## src/rtl/spi_reg_bridge.sv

```systemverilog
// spi_reg_bridge: SPI mode-0 slave that turns 16-bit command/data frames into register read/write strobes
module spi_reg_bridge (
    input  logic       clk,
    input  logic       rst_n,
    input  logic       sclk,
    input  logic       cs_n,
    input  logic       mosi,
    output logic       miso,
    output logic       read,
    output logic       write,
    output logic [5:0] addr,
    output logic [7:0] data_write,
    input  logic [7:0] data_read,
    output logic       frame_err
);
    typedef enum logic [2:0] {IDLE, CMD, WDATA, RREQ, RCAP, RDATA, DONE} state_t;
    state_t     r_state, w_next;
    logic [2:0] r_sclk, r_cs;
    logic [1:0] r_mosi, r_vld;
    logic       r_armed, r_write;
    logic [2:0] r_bit_cnt;
    logic [6:0] r_rx;
    logic [7:0] r_tx, r_data_write;
    logic [5:0] r_addr;
    logic       w_mosi, w_sclk_rise, w_sclk_fall, w_cs_rise, w_cs_fall, w_last, w_abort, w_start;
    assign w_mosi      = r_mosi[1];
    assign w_sclk_rise = r_sclk[1] & ~r_sclk[2];
    assign w_sclk_fall = ~r_sclk[1] & r_sclk[2];
    assign w_cs_rise   = r_cs[1] & ~r_cs[2];
    assign w_cs_fall   = ~r_cs[1] & r_cs[2];
    assign w_last      = r_bit_cnt == 3'd7;
    assign w_start     = (r_state == IDLE) && w_cs_fall && r_armed;
    assign miso        = (r_state == RDATA) & r_tx[7];
    assign read        = r_state == RREQ;
    assign write       = r_write;
    assign addr        = r_addr;
    assign data_write  = r_data_write;
    assign frame_err   = w_abort;
    // Synchronize SPI pins; arm frame start only once cs_n has been genuinely seen high after reset
    always_ff @(posedge clk or negedge rst_n) begin
        if (!rst_n) begin
            r_sclk  <= 3'b000;
            r_cs    <= 3'b111;
            r_mosi  <= 2'b00;
            r_vld   <= 2'b00;
            r_armed <= 1'b0;
        end else begin
            r_sclk  <= {r_sclk[1:0], sclk};
            r_cs    <= {r_cs[1:0], cs_n};
            r_mosi  <= {r_mosi[0], mosi};
            r_vld   <= {r_vld[0], 1'b1};
            r_armed <= r_armed | (r_vld[1] & r_cs[1]);
        end
    end
    // FSM state register
    always_ff @(posedge clk or negedge rst_n) begin
        if (!rst_n) r_state <= IDLE;
        else        r_state <= w_next;
    end
    // Next-state logic; cs_n rising mid-frame aborts with an error pulse
    always_comb begin
        w_next  = r_state;
        w_abort = 1'b0;
        case (r_state)
            IDLE:    w_next = w_start ? CMD : IDLE;
            CMD:     if (w_sclk_rise && w_last) w_next = r_rx[6] ? WDATA : RREQ;
            WDATA:   if (w_sclk_rise && w_last) w_next = DONE;
            RREQ:    w_next = RCAP;
            RCAP:    w_next = RDATA;
            RDATA:   if (w_sclk_rise && w_last) w_next = DONE;
            DONE:    if (w_cs_rise) w_next = IDLE;
            default: w_next = IDLE;
        endcase
        if (w_cs_rise && (r_state inside {CMD, WDATA, RREQ, RCAP, RDATA})) begin
            w_next  = IDLE;
            w_abort = 1'b1;
        end
    end
    // Shift registers, bit counter, captured address/data and the write strobe
    always_ff @(posedge clk or negedge rst_n) begin
        if (!rst_n) begin
            r_bit_cnt    <= 3'd0;
            r_rx         <= 7'd0;
            r_tx         <= 8'd0;
            r_addr       <= 6'd0;
            r_data_write <= 8'd0;
            r_write      <= 1'b0;
        end else begin
            r_write <= 1'b0;
            if (w_start) begin
                r_bit_cnt <= 3'd0;
                r_rx      <= 7'd0;
            end else if (!w_abort && w_sclk_rise && (r_state inside {CMD, WDATA, RDATA})) begin
                r_rx      <= {r_rx[5:0], w_mosi};
                r_bit_cnt <= r_bit_cnt + 3'd1;
                if (w_last && r_state == CMD) r_addr <= {r_rx[4:0], w_mosi};
                if (w_last && r_state == WDATA) begin
                    r_data_write <= {r_rx, w_mosi};
                    r_write      <= 1'b1;
                end
            end
            if (r_state == RCAP) r_tx <= data_read;
            else if (!w_abort && r_state == RDATA && w_sclk_fall && r_bit_cnt != 3'd0) r_tx <= {r_tx[6:0], 1'b0};
        end
    end
endmodule

```

## config.mk

```make
export PLATFORM = sky130hd
export DESIGN_NAME = spi_reg_bridge
export DESIGN_NICKNAME = d
export VERILOG_FILES = /design/src/rtl/spi_reg_bridge.sv
export SDC_FILE = /design/constraint.sdc
export NUM_CORES = 1
export LEC_CHECK = 0
export CAP_MARGIN = 10
export CORE_ASPECT_RATIO = 0.8
export CORE_UTILIZATION = 35
export DETAILED_ROUTE_END_ITERATION = 10
export SETUP_SLACK_MARGIN = 0.05
export SYNTH_ARGS = -nofsm -noshare
export SYNTH_HDL_FRONTEND = slang
export SYNTH_SLANG_ARGS = --single-unit
```

## constraint.sdc

```tcl
create_clock -name clk -period 4.65 [get_ports clk]
set_input_delay 0.465 -clock clk [delete_from_list [all_inputs] [get_ports clk]]
set_output_delay 0.465 -clock clk [all_outputs]
set_load 0.03 [all_outputs]
```

==> flow_summary.json <==
{
  "area_delta_synth_final_pct": 21.1,
  "end_kind": "output pin",
  "mostFrequentLayoutCells": "dfrtp_1, nand2_1, clkdlybuf4s50_1",
  "dp_slack_ns": 2.35,
  "cp-start-kind": "flop",
  "die_w_um": 87.0,
  "root_buffer": "clkbuf_8",
  "pin_count": 31,
  "final_common_cell": "dfrtp_1",
  "worst-setup-path-type": "flop to output pin",
  "vias_per_cell": 4.51,
  "status": "complete, no violations",
  "drt-total-wl_um": 3190,
  "rsz0062_at_grt": "false",
  "grt_start_max_net_pins": 48,
  "syn-num-nets": 183,
  "coreArea_sq_mm": 0.00553,
  "fmax_ghz": 0.383,
  "postCtsSetupRepairBufs": 0,
  "cts_num_sinks": 47,
  "synth_top_family_by_area": "simple AND/OR/NAND/NOR gates",
  "reg2reg_depth": 3,
  "crit_chain": "or2b_1 -> a211oi_1 -> clkdlybuf4s50_1",
  "synthCells": 167,
  "yosysWarningCount": 0,
  "antenna_found_initial": 0,
  "synth-xor-area-share_pct": 0,
  "final_cell_area_sq_mm": 0.00245,
  "worst_hold_slack_ns": 0.340,
  "cts_inserted_buffers": 5,
  "clkLatencyLatePin_ns": 0.29,
  "avgSynthCellArea_sq_um": 12.1,
  "cp.buffers_inverters": 1,
  "ys_types": 37,
  "dieArea_sq_mm": 0.00609,
  "netlist_area_sq_mm": 0.00202,
  "hpwlAfterDp_um": 2240,
  "dr.pass1.iters": 4,
  "wl_per_cell_um": 11.5,
  "dr.first_iter.drc_count": 73,
  "setup_viol": 0,
  "worst_slew_pin_slew_ns": 1.01,
  "async_flop_share_pct": 100,
  "cp.required_ns": 4.18,
  "final_core_util_pct": 44.4,
  "slew_viol_final": 0,
  "num_antenna_cells": 0,
  "dpl_cell_area_sq_mm": 0.00235,
  "postCtsHoldBufs": 0,
  "p_int_uw": 676,
  "power_frac_comb_pct": 16.8,
  "reg2reg_from": "r_state[0]",
  "vdd_ir_drop_max_v": 0.000148,
  "power_frac_clock_pct": 27.9,
  "htree_levels": 2,
  "reg2reg_slack_ns": 2.72,
  "ys_top_cells_by_area": "dfrtp_1, mux2_2, nand2_1",
  "cp_top_family": "buffers and inverters",
  "synthAdderAreaFrac_pct": 1.85,
  "fp-row-count": 24,
  "drc": 0,
  "via_count": 1245,
  "drt.antenna.violating_nets": 0,
  "layout_setup_ws_ns": 2.04,
  "grt_pass1_wl_um": 5780,
  "ys.flop_type": "dfrtp_1",
  "synthMuxAreaShare_pct": 11.7,
  "power_density_mw_per_mm2": 386,
  "gp_congestion": 0.791,
  "synth-seq-area-share_pct": 58.3,
  "regToRegEndpoint": "r_rx[2]",
  "finalCritPeriodShare_pct": 56.1,
  "ys_ff_latch": 47,
  "setup.worst_path.start": "r_cs[1]",
  "max_slew_margin_pct": 32.5,
  "hold_class": "input pin to async pin",
  "ctsResizeCount": 0,
  "cp_max_fo": 7,
  "grt_pass1_vias": 1243,
  "skew_ns": 0.00544,
  "p_sw_uw": 270,
  "nets": 213,
  "power_leakage_nw": 1.10,
  "yosys.area.top_type_share_pct": 54.4,
  "overflow": 0,
  "power_frac_seq_pct": 55.3,
  "synthSimpleGateAreaFrac_pct": 14.6,
  "maxCapViolCount": 0,
  "clockBufferDepth": 2,
  "tns_ns": 0,
  "cp_slowest_stage_delay_ns": 0.71,
  "drive_above_1_share_pct": 19.2,
  "netSwitchingFraction_pct": 28.6,
  "cp_slowest_cell": "clkdlybuf4s50_1",
  "timing_hold_violations_final": 0,
  "start_util_pct": 36.6,
  "synth-compound-area-share_pct": 8.78,
  "post-route-min-period_ns": 2.61,
  "clk_pin_slew_ns": 0.08,
  "arrival_ns": 2.15,
  "cts_tree": "yes",
  "die_h_um": 70.0,
  "grt.total_usage_pct": 12.2,
  "io_buffers": 30,
  "synth_edf_count": 0,
  "synth_top_area_cell": "dfrtp_1"
}
[final cells by class]
cell class | count | area, sq um
Clock inverter | 1 | 7.51
Fill cell | 538 | 3070
Inverter | 6 | 22.5
Sequential cell | 47 | 1180
Timing Repair Buffer | 30 | 295
Clock buffer | 7 | 96.3
Tap cell | 78 | 97.6
Multi-Input combinational cell | 107 | 753
[layer usage]
metal | track usage (%) | share of wire [%]
met1 | 16.9 | 52
met2 | 18.5 | 45
met3 | 3.55 | 2.5
met4 | 3.89 | 0.85
met5 | 0 | 0
[worst reg2reg max path, delay by kind of cell (launching register included)]
family          cells  cell delay [ns]
compound gates      2             0.93
flops               1             0.59
simple gates        1             0.27
[registers in the layout, summed over array words and instances, names as in the netlist, 2 cells and up]
signal / flops
data_write: 8
r_tx: 8
r_rx: 7
addr: 6
r_bit_cnt: 3
r_cs: 3
r_sclk: 3
r_state: 3
r_mosi: 2
r_vld: 2
[through the flow]
step | total power [mW] | instances
after detailed placement | 0.694 | 268
after global routing | 1.02 | 276
after floorplan | 0.650 | 167
after global placement | 0.688 | 268
after CTS | 0.965 | 276
final | 0.946 | 276
[power by group through the flow]
stage	logic (mW)	registers [mW]	clock network, mW
2_1_floorplan	0.138	0.512	0
3_3_place_gp	0.158	0.530	0
3_5_place_dp	0.162	0.533	0
4_1_cts	0.163	0.524	0.278
5_1_grt	0.187	0.535	0.296
6_report	0.159	0.523	0.264
[synthesized netlist by cell type, drive strengths merged (2+ instances only)]
cell type / count
dfstp: 3
and2b: 2
inv: 6
nand3: 2
dfrtp: 44
nand2: 32
a21oi: 3
nand3b: 2
mux2i: 8
nor3: 2
buf: 7
nand2b: 2
nor2: 4
and3: 2
o21ai: 18
mux2: 14
ha: 3
nor3b: 2
[cell families after synthesis]
logic type               after synthesis
AND/OR/NAND/NOR                       54
other                                  1
adder cells (fa/ha/maj)                3
AO/OA/AOI/OAI                         27
buffers and inverters                 13
flip-flops                            47
multiplexers                          22
[worst max-delay path by stage]
stage / endpoint / slack (ns) / cells after the start
global placement: frame_err / 2.32 / 3
global route: frame_err / 1.95 / 3
finish: frame_err / 2.04 / 3
floorplan: frame_err / 2.55 / 2
detailed placement: frame_err / 2.35 / 3
CTS: frame_err / 2.02 / 3
Note: power is estimated with default switching activity, not from simulation.
